## config.mk

```make
export PLATFORM = sky130hd
export DESIGN_NAME = mdc_timebase
export DESIGN_NICKNAME = d
export VERILOG_FILES = /design/src/rtl/mdc_timebase.sv
export SDC_FILE = /design/constraint.sdc
export NUM_CORES = 1
export LEC_CHECK = 0
export BUFFER_PORTS_ARGS = -buffer_cell sky130_fd_sc_hd__buf_2
export CAP_MARGIN = 25
export CORE_MARGIN = 1.5
export CORE_UTILIZATION = 55
export DETAILED_ROUTE_END_ITERATION = 6
export GPL_TIMING_DRIVEN = 0
export PLACE_DENSITY_LB_ADDON = 0.1
export SYNTH_ARGS = -nofsm -noshare
export SYNTH_HDL_FRONTEND = slang
export SYNTH_SLANG_ARGS = --single-unit
```

## constraint.sdc

```tcl
create_clock -name clock -period 3.7 [get_ports clock]
set_input_delay 0.74 -clock clock [delete_from_list [all_inputs] [get_ports clock]]
set_output_delay 0.74 -clock clock [all_outputs]
set_load 0.1 [all_outputs]
```

## src/rtl/mdc_timebase.sv

```systemverilog
// MDC timebase: programmable-rate MD clock with single-cycle rise/fall strobes,
// clean start/stop on an enable, and a periodic event tick counted in MDC rising edges.
// Everything runs on `clock`; MDC is a registered data output, never used as a clock.
module mdc_timebase #(
  parameter int DIV_W    = 8,
  parameter int EVT_W    = 22,
  parameter int HALF_MIN = 1
) (
  input  logic             clock,
  input  logic             rst,
  input  logic             en,
  input  logic [DIV_W-1:0] half_per,
  input  logic [EVT_W-1:0] evt_period,
  input  logic             evt_clr,
  output logic             mdc,
  output logic             mdc_rise,
  output logic             mdc_fall,
  output logic             busy,
  output logic             evt,
  output logic [EVT_W-1:0] evt_cnt
);

  localparam logic [DIV_W-1:0] HALF_MIN_V = DIV_W'(HALF_MIN);

  typedef enum logic [1:0] {
    IDLE = 2'd0,
    LOW  = 2'd1,
    HIGH = 2'd2
  } state_e;

  state_e           state_q, state_d;
  logic [DIV_W-1:0] div_q, div_d;
  logic [DIV_W-1:0] half_q, half_d;
  logic             mdc_q, mdc_d;
  logic             rise_q, rise_d;
  logic             fall_q, fall_d;
  logic             busy_q, busy_d;
  logic             evt_q, evt_d;
  logic [EVT_W-1:0] cnt_q, cnt_d;

  logic [DIV_W-1:0] half_eff;
  logic             rise_now;

  // Clamp the requested half-period; sampled into half_q only at phase entry.
  always_comb begin
    half_eff = (half_per < HALF_MIN_V) ? HALF_MIN_V : half_per;
  end

  // Phase sequencer: next state, divider and the registered MDC/strobe values.
  always_comb begin
    // NOTE: every output of a combinational block gets a default first; a path
    // that leaves one unassigned would infer a latch.
    state_d  = state_q;
    div_d    = div_q;
    half_d   = half_q;
    mdc_d    = mdc_q;
    rise_d   = 1'b0;
    fall_d   = 1'b0;
    rise_now = 1'b0;

    unique case (state_q)
      IDLE: begin
        div_d = '0;
        mdc_d = 1'b0;
        if (en) begin
          state_d = LOW;
          half_d  = half_eff;
        end
      end

      LOW: begin
        if (!en) begin
          // mdc is already low, so stopping here needs no fall strobe.
          state_d = IDLE;
          div_d   = '0;
        end else if (div_q == half_q) begin
          state_d  = HIGH;
          mdc_d    = 1'b1;
          rise_d   = 1'b1;
          rise_now = 1'b1;
          div_d    = '0;
          half_d   = half_eff;
        end else begin
          div_d = div_q + DIV_W'(1);
        end
      end

      HIGH: begin
        // en is deliberately ignored until the high phase has run its full length.
        if (div_q == half_q) begin
          state_d = en ? LOW : IDLE;
          mdc_d   = 1'b0;
          fall_d  = 1'b1;
          div_d   = '0;
          half_d  = half_eff;
        end else begin
          div_d = div_q + DIV_W'(1);
        end
      end

      default: begin
        state_d = IDLE;
        div_d   = '0;
        mdc_d   = 1'b0;
      end
    endcase

    busy_d = (state_d != IDLE);
  end

  // Event counter: advances on each generated rise; a clear beats a terminal count.
  always_comb begin
    evt_d = 1'b0;
    cnt_d = cnt_q;
    if (evt_clr) begin
      cnt_d = '0;
    end else if (rise_now && (evt_period != '0)) begin
      if (cnt_q == (evt_period - EVT_W'(1))) begin
        evt_d = 1'b1;
        cnt_d = '0;
      end else begin
        // Wraps through all-ones if the period was lowered below the count.
        cnt_d = cnt_q + EVT_W'(1);
      end
    end
  end

  // State and output registers with synchronous reset.
  always_ff @(posedge clock) begin
    // NOTE: sequential state uses non-blocking assignments so every flop samples
    // the pre-edge values regardless of statement order.
    if (rst) begin
      state_q <= IDLE;
      div_q   <= '0;
      half_q  <= HALF_MIN_V;
      mdc_q   <= 1'b0;
      rise_q  <= 1'b0;
      fall_q  <= 1'b0;
      busy_q  <= 1'b0;
      evt_q   <= 1'b0;
      cnt_q   <= '0;
    end else begin
      state_q <= state_d;
      div_q   <= div_d;
      half_q  <= half_d;
      mdc_q   <= mdc_d;
      rise_q  <= rise_d;
      fall_q  <= fall_d;
      busy_q  <= busy_d;
      evt_q   <= evt_d;
      cnt_q   <= cnt_d;
    end
  end

  assign mdc      = mdc_q;
  assign mdc_rise = rise_q;
  assign mdc_fall = fall_q;
  assign busy     = busy_q;
  assign evt      = evt_q;
  assign evt_cnt  = cnt_q;

endmodule

```

; Yosys cells after proc, flatten, opt, wreduce, memory -nomap -nowiden
; Index checks and enable logic that the tools add are counted.
[classes]
n_bitwise = 2
muxes = 23
reduce_logical = 10
n_eq_ne = 8
magnitude_cmp = 1
addsub = 3
[ops]
columns = operator, n
row1 = 2-to-1 mux 8 bit, 6
row2 = one-hot mux 8 bit (3 select lines), 1
row3 = adder 22 x 1 -> 22 bit (second input constant), 1
row4 = equality test 22 bit, 1
row5 = 2-to-1 mux 22 bit, 1
row6 = nonzero test 22 bit, 1
row7 = subtractor 22 x 1 -> 22 bit (second input constant), 1
row8 = one-hot mux 8 bit (2 select lines), 1
row9 = adder 8 x 1 -> 8 bit (second input constant), 1
row10 = equality test 8 bit, 1
row11 = less-than comparator 8 x 1 -> 1 bit (second input constant), 1
row12 = 2-to-1 mux 1 bit, 8
row13 = 2-to-1 mux 2 bit, 4
row14 = inequality test 2 bit (second input constant), 4
row15 = one-hot mux 2 bit (3 select lines), 1
row16 = AND reduction 3 bit, 2
row17 = OR reduction 2 bit, 2
row18 = nonzero test 3 bit, 1
row19 = OR reduction 3 bit, 1
row20 = equality test 2 x 1 -> 1 bit (second input constant), 1
row21 = equality test 2 bit (second input constant), 1
row22 = zero test 2 bit, 1
row23 = NOT 1 bit, 2
row24 = one-hot mux 1 bit (2 select lines), 1
row25 = other kinds (2), 2
[totals]
out_inout_bits = 27
ff_bits = 45
in_bits = 34
elab_cells = 56

; Depth between registers and ports, before layout
; Gate-level depths: netlist of run 1.
[logic_depth]
depth_word = 7
depth_mapped = 12
depth_no_buf = 9

; Least setup slack after synthesis of run 1
; OpenSTA, ideal clock, no wires.
[synth_timing]
kind = input to register
startpoint = in evt_period[3]
endpoint = reg cnt_q[13] (netlist: evt_cnt[13])
arrival_ns = 3.391
required_ns = 3.583
n_path_buf = 3
path_stages = 10
setup_ns = 0.117
slack_ns = 0.192
path_cell_list = or4_1 buf_2 or4_4 buf_6 nor4_1 o21ai_0 or4_1 o41ai_4 buf_6 nor2_1
[synth_via]
elab_chain_len = 3
elab_cells_between_ends = 5
classes_between = 1 x add/sub / 1 x eq/ne / 1 x mux / 2 x reduce/logical
[synth_rtl]
columns = item, line_no
row1 = "start, declared", 13  ; input logic [EVT_W-1:0] evt_period,
row2 = subtractor 22 x 1 -> 22 bit, 118  ; if (cnt_q == (evt_period - EVT_W'(1))) begin
row3 = equality test 22 bit, 118
row4 = 2-to-1 mux 22 bit, 118
row5 = "end signal, assigned", 151  ; cnt_q <= cnt_d;
row6 = "end, declared", 39  ; logic [EVT_W-1:0] cnt_q, cnt_d;
; Several ways; a longest one is shown, not always the timed one.
; A chain may end at the register's enable or synchronous reset.

; Final worst setup path of run 1
[layout_timing]
startpoint = in evt_period[3]
endpoint = reg cnt_q[19] (netlist: evt_cnt[19])
; The elaborated chain is that of the path after synthesis.

==> flow_metrics.env, run 1 <==
export IMPL_die_y_um=75.0
export IMPL_grt_first_pass_wirelength_um=10400
export IMPL_min_period_over_period_pct=95.3
export IMPL_finalSetupViolCount=0
export IMPL_synth_edf_count=0
export IMPL_layout_min_cycle_time_ns=3.53
export IMPL_ff_latch_area_um2=901
export IMPL_cts_root_buf="clkbuf_8"
export IMPL_fin_skew_ns=0.00624
export IMPL_synthSimpleGateAreaFrac_pct=29.2
export IMPL_place_gp_congestion=0.874
export IMPL_fmax_mhz=284
export IMPL_drt_initial_drc_count=119
export IMPL_slew_viol_final=0
export IMPL_synth_top_family_by_area="simple AND/OR/NAND/NOR gates"
export IMPL_io_pin_count=61
export IMPL_syn_area_per_cell_um2=8.17
export IMPL_synth_fa_ha_area_share_pct=3.07
export IMPL_dieWidth_um=75.0
export IMPL_clk_pin_slew_ns=0.08
export IMPL_vias=2739
export IMPL_core_um2=5040
export IMPL_multi_input_area_um2=1840
export IMPL_status="completed"
export IMPL_slew_headroom_pct=59.6
export IMPL_rsz0062_at_grt="no"
export IMPL_end_kind="flip-flop"
export IMPL_synth_seq_cells=45
export IMPL_leakagePower_nw=1.30
export IMPL_cts_tree="built"
export IMPL_io_buffers=60
export IMPL_wl_per_cell_um=13.6
export IMPL_die_area_um2=5630
export IMPL_muxShareOfSynthArea_pct=2.81
export IMPL_gr_total_overflow=0
export IMPL_path_max_fanout=10
export IMPL_track_usage_pct=23.7
export IMPL_seq_area_frac_synth_pct=31.6
export IMPL_finalNetCount=457
export IMPL_start_util_pct=56.6
export IMPL_hp_class="flip-flop to flip-flop"
export IMPL_numClockSinks=45
export IMPL_areaGrowthSynthToFinish_pct=16.7
export IMPL_final_hold_viol_count=0
export IMPL_drive_above_1_share_pct=18.7
export IMPL_grt_pass1_vias=2402
export IMPL_cts_buffer_depth=2
export IMPL_final_common_cell="buf_2"
export IMPL_layout_common_cells="buf_2, nor2_1, dfxtp_1"
export IMPL_ir_drop_v=0.000250
export IMPL_max_cap_violations=0
export IMPL_wl_um=6630
export IMPL_synth_compound_area_share_pct=10.6
export IMPL_grt_max_degree=14
export IMPL_routed_via_density=5.62
export IMPL_power_density_nw_per_um2=281
export IMPL_synth_async_reset_ratio_pct=0
export IMPL_synth_cells=349
export IMPL_whs_ns=0.498
export IMPL_first_pass_iters=4
export IMPL_syn_num_nets=390
export IMPL_insertion_delay_ns=0.29
export IMPL_ant_nets=0
export IMPL_synth_xor_area_share_pct=18.7
export IMPL_start_kind="input pin"
export IMPL_synth_cell_types=46
export IMPL_cts_buffers=5
export IMPL_htree_num_levels=2
export IMPL_critPathRequiredTime_ns=3.89
export IMPL_synth_warnings=0
export IMPL_ys_flop_type="dfxtp_1"
export IMPL_worst_pin_slew_ns=0.600
export IMPL_post_dp_hpwl_um=5160
export IMPL_layout_setup_ws_ns=0.174
export IMPL_antenna_found_initial=0
export IMPL_drc=0
export IMPL_path_class="input pin to flip-flop"
export IMPL_syn_area_um2=2850
export IMPL_fill_cells=461
export IMPL_critical_path_arrival_ns=3.72
export IMPL_dp_slack_ns=-0.307
export IMPL_antenna_cells=0
export IMPL_rows=26
export IMPL_fin_util_pct=66.0
critical path, cell delays in order:
cell and delay (ns):
buf_2 0.14, or4_1 0.53, buf_2 0.20, or4_4 0.52, buf_6 0.15, nor2_1 0.18, mux2i_1 0.13, or4_1 0.56
o41ai_4 0.32, buf_6 0.20, nor2_1 0.05
cells in the mapped netlist, drive strengths merged (6+ instances only):
master	instances	share of area [%]
ha	7	3.1
or4	9	2.5
xor2	28	8.6
and3	6	1.3
nor2	55	7.2
nor3	17	3.0
xnor2	33	10
nand3	17	3.0
nand2	15	2.0
mux2i	8	2.8
nor4	17	3.7
dfxtp	45	32
inv	13	1.7
or3	9	2.0
buf	6	1.6
a21oi	8	1.4
o21ai	10	1.8
registers in the layout, indices dropped and copies added (netlist names):
| name | cells |
|---|---|
| mdc_fall | 1 |
| state_q | 2 |
| busy | 1 |
| mdc_rise | 1 |
| mdc | 1 |
| evt_cnt | 22 |
| div_q | 8 |
| evt | 1 |
| half_q | 8 |
cell type report:
type	count	area share, %
Buffer	9	1.77
Clock buffer	6	2.18
Clock inverter	2	0.301
Inverter	14	1.58
Multi-Input combinational cell	280	55.2
Sequential cell	45	27.1
Tap cell	70	2.63
Timing Repair Buffer	61	9.25
per-stage QoR:
stage	power, W	std cells	setup TNS [ns]	cell area [um^2]
2_1_floorplan	0.000605	349	0	2850
3_3_place_gp	0.000651	479	-4.03	3240
3_5_place_dp	0.000654	479	-5.04	3240
4_1_cts	0.000940	487	0	3320
5_1_grt	0.000978	487	0	3330
6_report	0.000934	487	0	3330
where the power goes:
group / internal, W / switching [W] / leakage, nW
Sequential: 0.000494 / 0.00000769 / 0.365
Clock: 0.000131 / 0.000158 / 0.0450
Combinational: 0.0000593 / 0.0000838 / 0.887
per-layer routing:
layer  vias to the layer above  track usage, %  part of all wire (%)  wire, um
li1                       1384               -                     -         -
met1                      1272            29.7                    46      3060
met2                        75            42.6                    48      3180
met3                         8            2.54                   4.5       299
met4                         0            7.27                   1.2        79
met5                         -               0                     0         0
kinds of logic (layout without fill, tap and decap cells):
family                     Yosys count  count (layout)
and+or+nand+nor                    162             162
xor gates and xnor gates            61              61
DFF                                 45              45
AOI/OAI and AO/OA                   42              42
buffers and inverters               24              92
muxes                                8               8
adders and majority gates            7               7
what timing repair did:
action / CTS / global route
endpoints found under the setup margin: 1 / 5
hold buffers: 0 / 0
hold endpoints to repair: 0 / 0
setup buffers: 0 / 1
resized for setup: 1 / 0
final timing paths:
kind,startpoint,to,slack (ns),depth (start not counted)
setup / recovery,evt_period[3],evt_cnt[19],0.17,11
hold / removal,mdc,mdc,0.50,2
setup reg to reg,div_q[5],evt_cnt[20],0.82,8
hold reg to reg,mdc,mdc,0.50,2
Power figures use the tool's default switching activity.
==> run 2: changes to the inputs <==
- CORE_MARGIN: 1.5 -> 2
==> run 2 against run 1 <==
Routed wire length shrank 3.2%. First-iteration DRC count shrank 31%. Critical endpoint is now evt_cnt[6]. Sequential power is essentially flat. Sequential share of layout area is essentially flat. Worst setup slack lost 0.025 ns. Flip-flop and latch count is the same. Utilization shrank 0.074 points. Non-clock buffer count is the same. Final cell count is the same. Hold slack lost 0.020 ns. Largest cell class unchanged.
==> flow_metrics.env, run 2 (synthesized netlist as in run 1, its figures left out) <==
export IMPL_status="completed"
export IMPL_final_common_cell="buf_2"
export IMPL_die_y_um=76.0
export IMPL_max_cap_violations=0
export IMPL_rsz0062_at_grt="no"
export IMPL_reg2reg_depth=7
export IMPL_start_kind="input pin"
export IMPL_hold_depth=2
export IMPL_ir_drop_v=0.000371
export IMPL_io_buffers=60
export IMPL_first_pass_iters=4
export IMPL_slew_viol_final=0
export IMPL_rows=26
export IMPL_leakagePower_nw=1.29
export IMPL_wl_um=6410
export IMPL_fmax_mhz=282
export IMPL_ctsResizeCount=0
export IMPL_io_pin_count=61
export IMPL_wl_per_cell_um=13.2
export IMPL_ant_nets=0
export IMPL_reg2reg_slack_ns=0.93
export IMPL_cp_cell_sequence="buf_2 > or4_1 > buf_2 > or4_4 > buf_6 > nor4_1 > o21ai_0 > or4_1 > o41ai_4 > buf_6 > nor2_1"
export IMPL_drt_initial_drc_count=82
export IMPL_track_usage_pct=23.0
export IMPL_stdcell_area_um2=3320
export IMPL_numClockSinks=45
export IMPL_reg2reg_from="div_q[5]"
export IMPL_largest_reg_flops=22
export IMPL_cts_root_buf="clkbuf_8"
export IMPL_dp_slack_ns=-0.277
export IMPL_routed_via_density=5.55
export IMPL_path_class="input pin to flip-flop"
export IMPL_core_um2=5040
export IMPL_layout_setup_ws_ns=0.150
export IMPL_hp_start="mdc"
export IMPL_dieWidth_um=76.0
export IMPL_hp_class="flip-flop to flip-flop"
export IMPL_areaGrowthSynthToFinish_pct=16.5
export IMPL_busiest_layer="met2"
export IMPL_grt_max_degree=14
export IMPL_final_cells=487
export IMPL_antenna_cells=0
export IMPL_place_gp_congestion=0.874
export IMPL_insertion_delay_ns=0.30
export IMPL_worstHoldEndpoint="mdc"
export IMPL_path_max_fanout=10
export IMPL_vias=2701
export IMPL_cts_buffer_depth=2
export IMPL_critPathRequiredTime_ns=3.89
export IMPL_fill_cells=456
export IMPL_clk_pin_slew_ns=0.07
export IMPL_gr_total_overflow=0
export IMPL_whs_ns=0.478
export IMPL_cts_tree="built"
export IMPL_fin_setup_tns_ns=0
export IMPL_layout_common_cells="buf_2, nor2_1, dfxtp_1"
export IMPL_min_period_over_period_pct=96.0
export IMPL_dp_cells=479
export IMPL_drc=0
export IMPL_slew_headroom_pct=61.9
export IMPL_slowest_stage="or4_1"
export IMPL_finalSetupViolCount=0
export IMPL_critical_path_top_delay_family="simple AND/OR/NAND/NOR gates"
export IMPL_max_stage_delay_ns=0.53
export IMPL_grtUsageMet3_pct=3.67
export IMPL_grt_first_pass_wirelength_um=11100
export IMPL_layout_min_cycle_time_ns=3.55
export IMPL_reg2reg_to="evt_cnt[6]"
export IMPL_final_hold_viol_count=0
export IMPL_use_met2_pct=40.6
export IMPL_drive_above_1_share_pct=18.5
export IMPL_power_density_nw_per_um2=283
export IMPL_antenna_found_initial=0
export IMPL_cts_buffers=5
export IMPL_grt_pass1_vias=2449
export IMPL_worst_pin_slew_ns=0.567
export IMPL_finalNetCount=457
export IMPL_gr_usage_met1_pct=28.5
export IMPL_fin_skew_ns=0.0106
export IMPL_htree_num_levels=2
export IMPL_critical_path_arrival_ns=3.74
export IMPL_start_util_pct=56.6
export IMPL_end_kind="flip-flop"
export IMPL_die_area_um2=5780
export IMPL_dpl_cell_area_um2=3240
export IMPL_cts_hold_buffers=0
export IMPL_post_cts_setup_buffers=0
export IMPL_cp_num_buf_inv=4
export IMPL_post_dp_hpwl_um=5060
==> run 2: changes by cell type in the layout (fill, tap and decap cells not counted), sizes merged <==
cell	previous run	this run
clkbuf	9	11
buf	67	65
==> run 2: where the power goes <==
part | switching, W | total (W) | internal (W)
clock | 0.000165 | 0.000297 | 0.000131
sequential | 0.00000749 | 0.000502 | 0.000494
combinational | 0.0000822 | 0.000141 | 0.0000585
total | 0.000255 | 0.000939 | 0.000684
==> run 2: worst max-delay path by stage <==
| stage | from | to | slack (ns) | cells past startpoint |
|---|---|---|---|---|
| 6_report | evt_period[3] | evt_cnt[6] | 0.15 | 11 |
| 2_1_floorplan | evt_period[3] | evt_cnt[13] | 0.19 | 10 |
| 3_5_place_dp | evt_period[3] | evt_cnt[8] | -0.28 | 12 |
| 4_1_cts | evt_period[3] | evt_cnt[8] | 0.04 | 12 |
| 3_3_place_gp | evt_period[3] | evt_cnt[6] | -0.23 | 12 |
| 5_1_grt | evt_period[3] | evt_cnt[17] | 0.03 | 11 |
==> run 2: per-stage QoR <==
step           total power [W]  utilization, %
2_1_floorplan         0.000605               -
3_3_place_gp          0.000651            64.3
3_5_place_dp          0.000654            64.3
4_1_cts               0.000951            65.9
5_1_grt               0.000987            65.9
6_report              0.000939            65.9
==> run 2: area by class of cell <==
cell class / count / area, um^2 / area share [%]
flip-flops and latches: 45 / 901 / 27.1
well taps: 70 / 87.6 / 2.63
repair buffers: 60 / 300 / 9.03
plain buffers: 10 / 62.6 / 1.88
clock buffers: 6 / 72.6 / 2.18
multi-input cells: 280 / 1840 / 55.3
clock inverters: 2 / 10.0 / 0.301
inverters: 14 / 52.6 / 1.58
==> run 2: layer usage <==
| layer | wire length (um) | vias up |
|---|---|---|
| met3 | 257 | 5 |
| met4 | 80 | 0 |
| met5 | 0 | - |
| li1 | - | 1381 |
| met1 | 3010 | 1254 |
| met2 | 3060 | 61 |
==> run 2: worst min-delay path, cell delays in order, from the launching register on <==
cell     delay [ns]
dfxtp_1        0.31
o21ai_0        0.06
a21oi_1        0.06
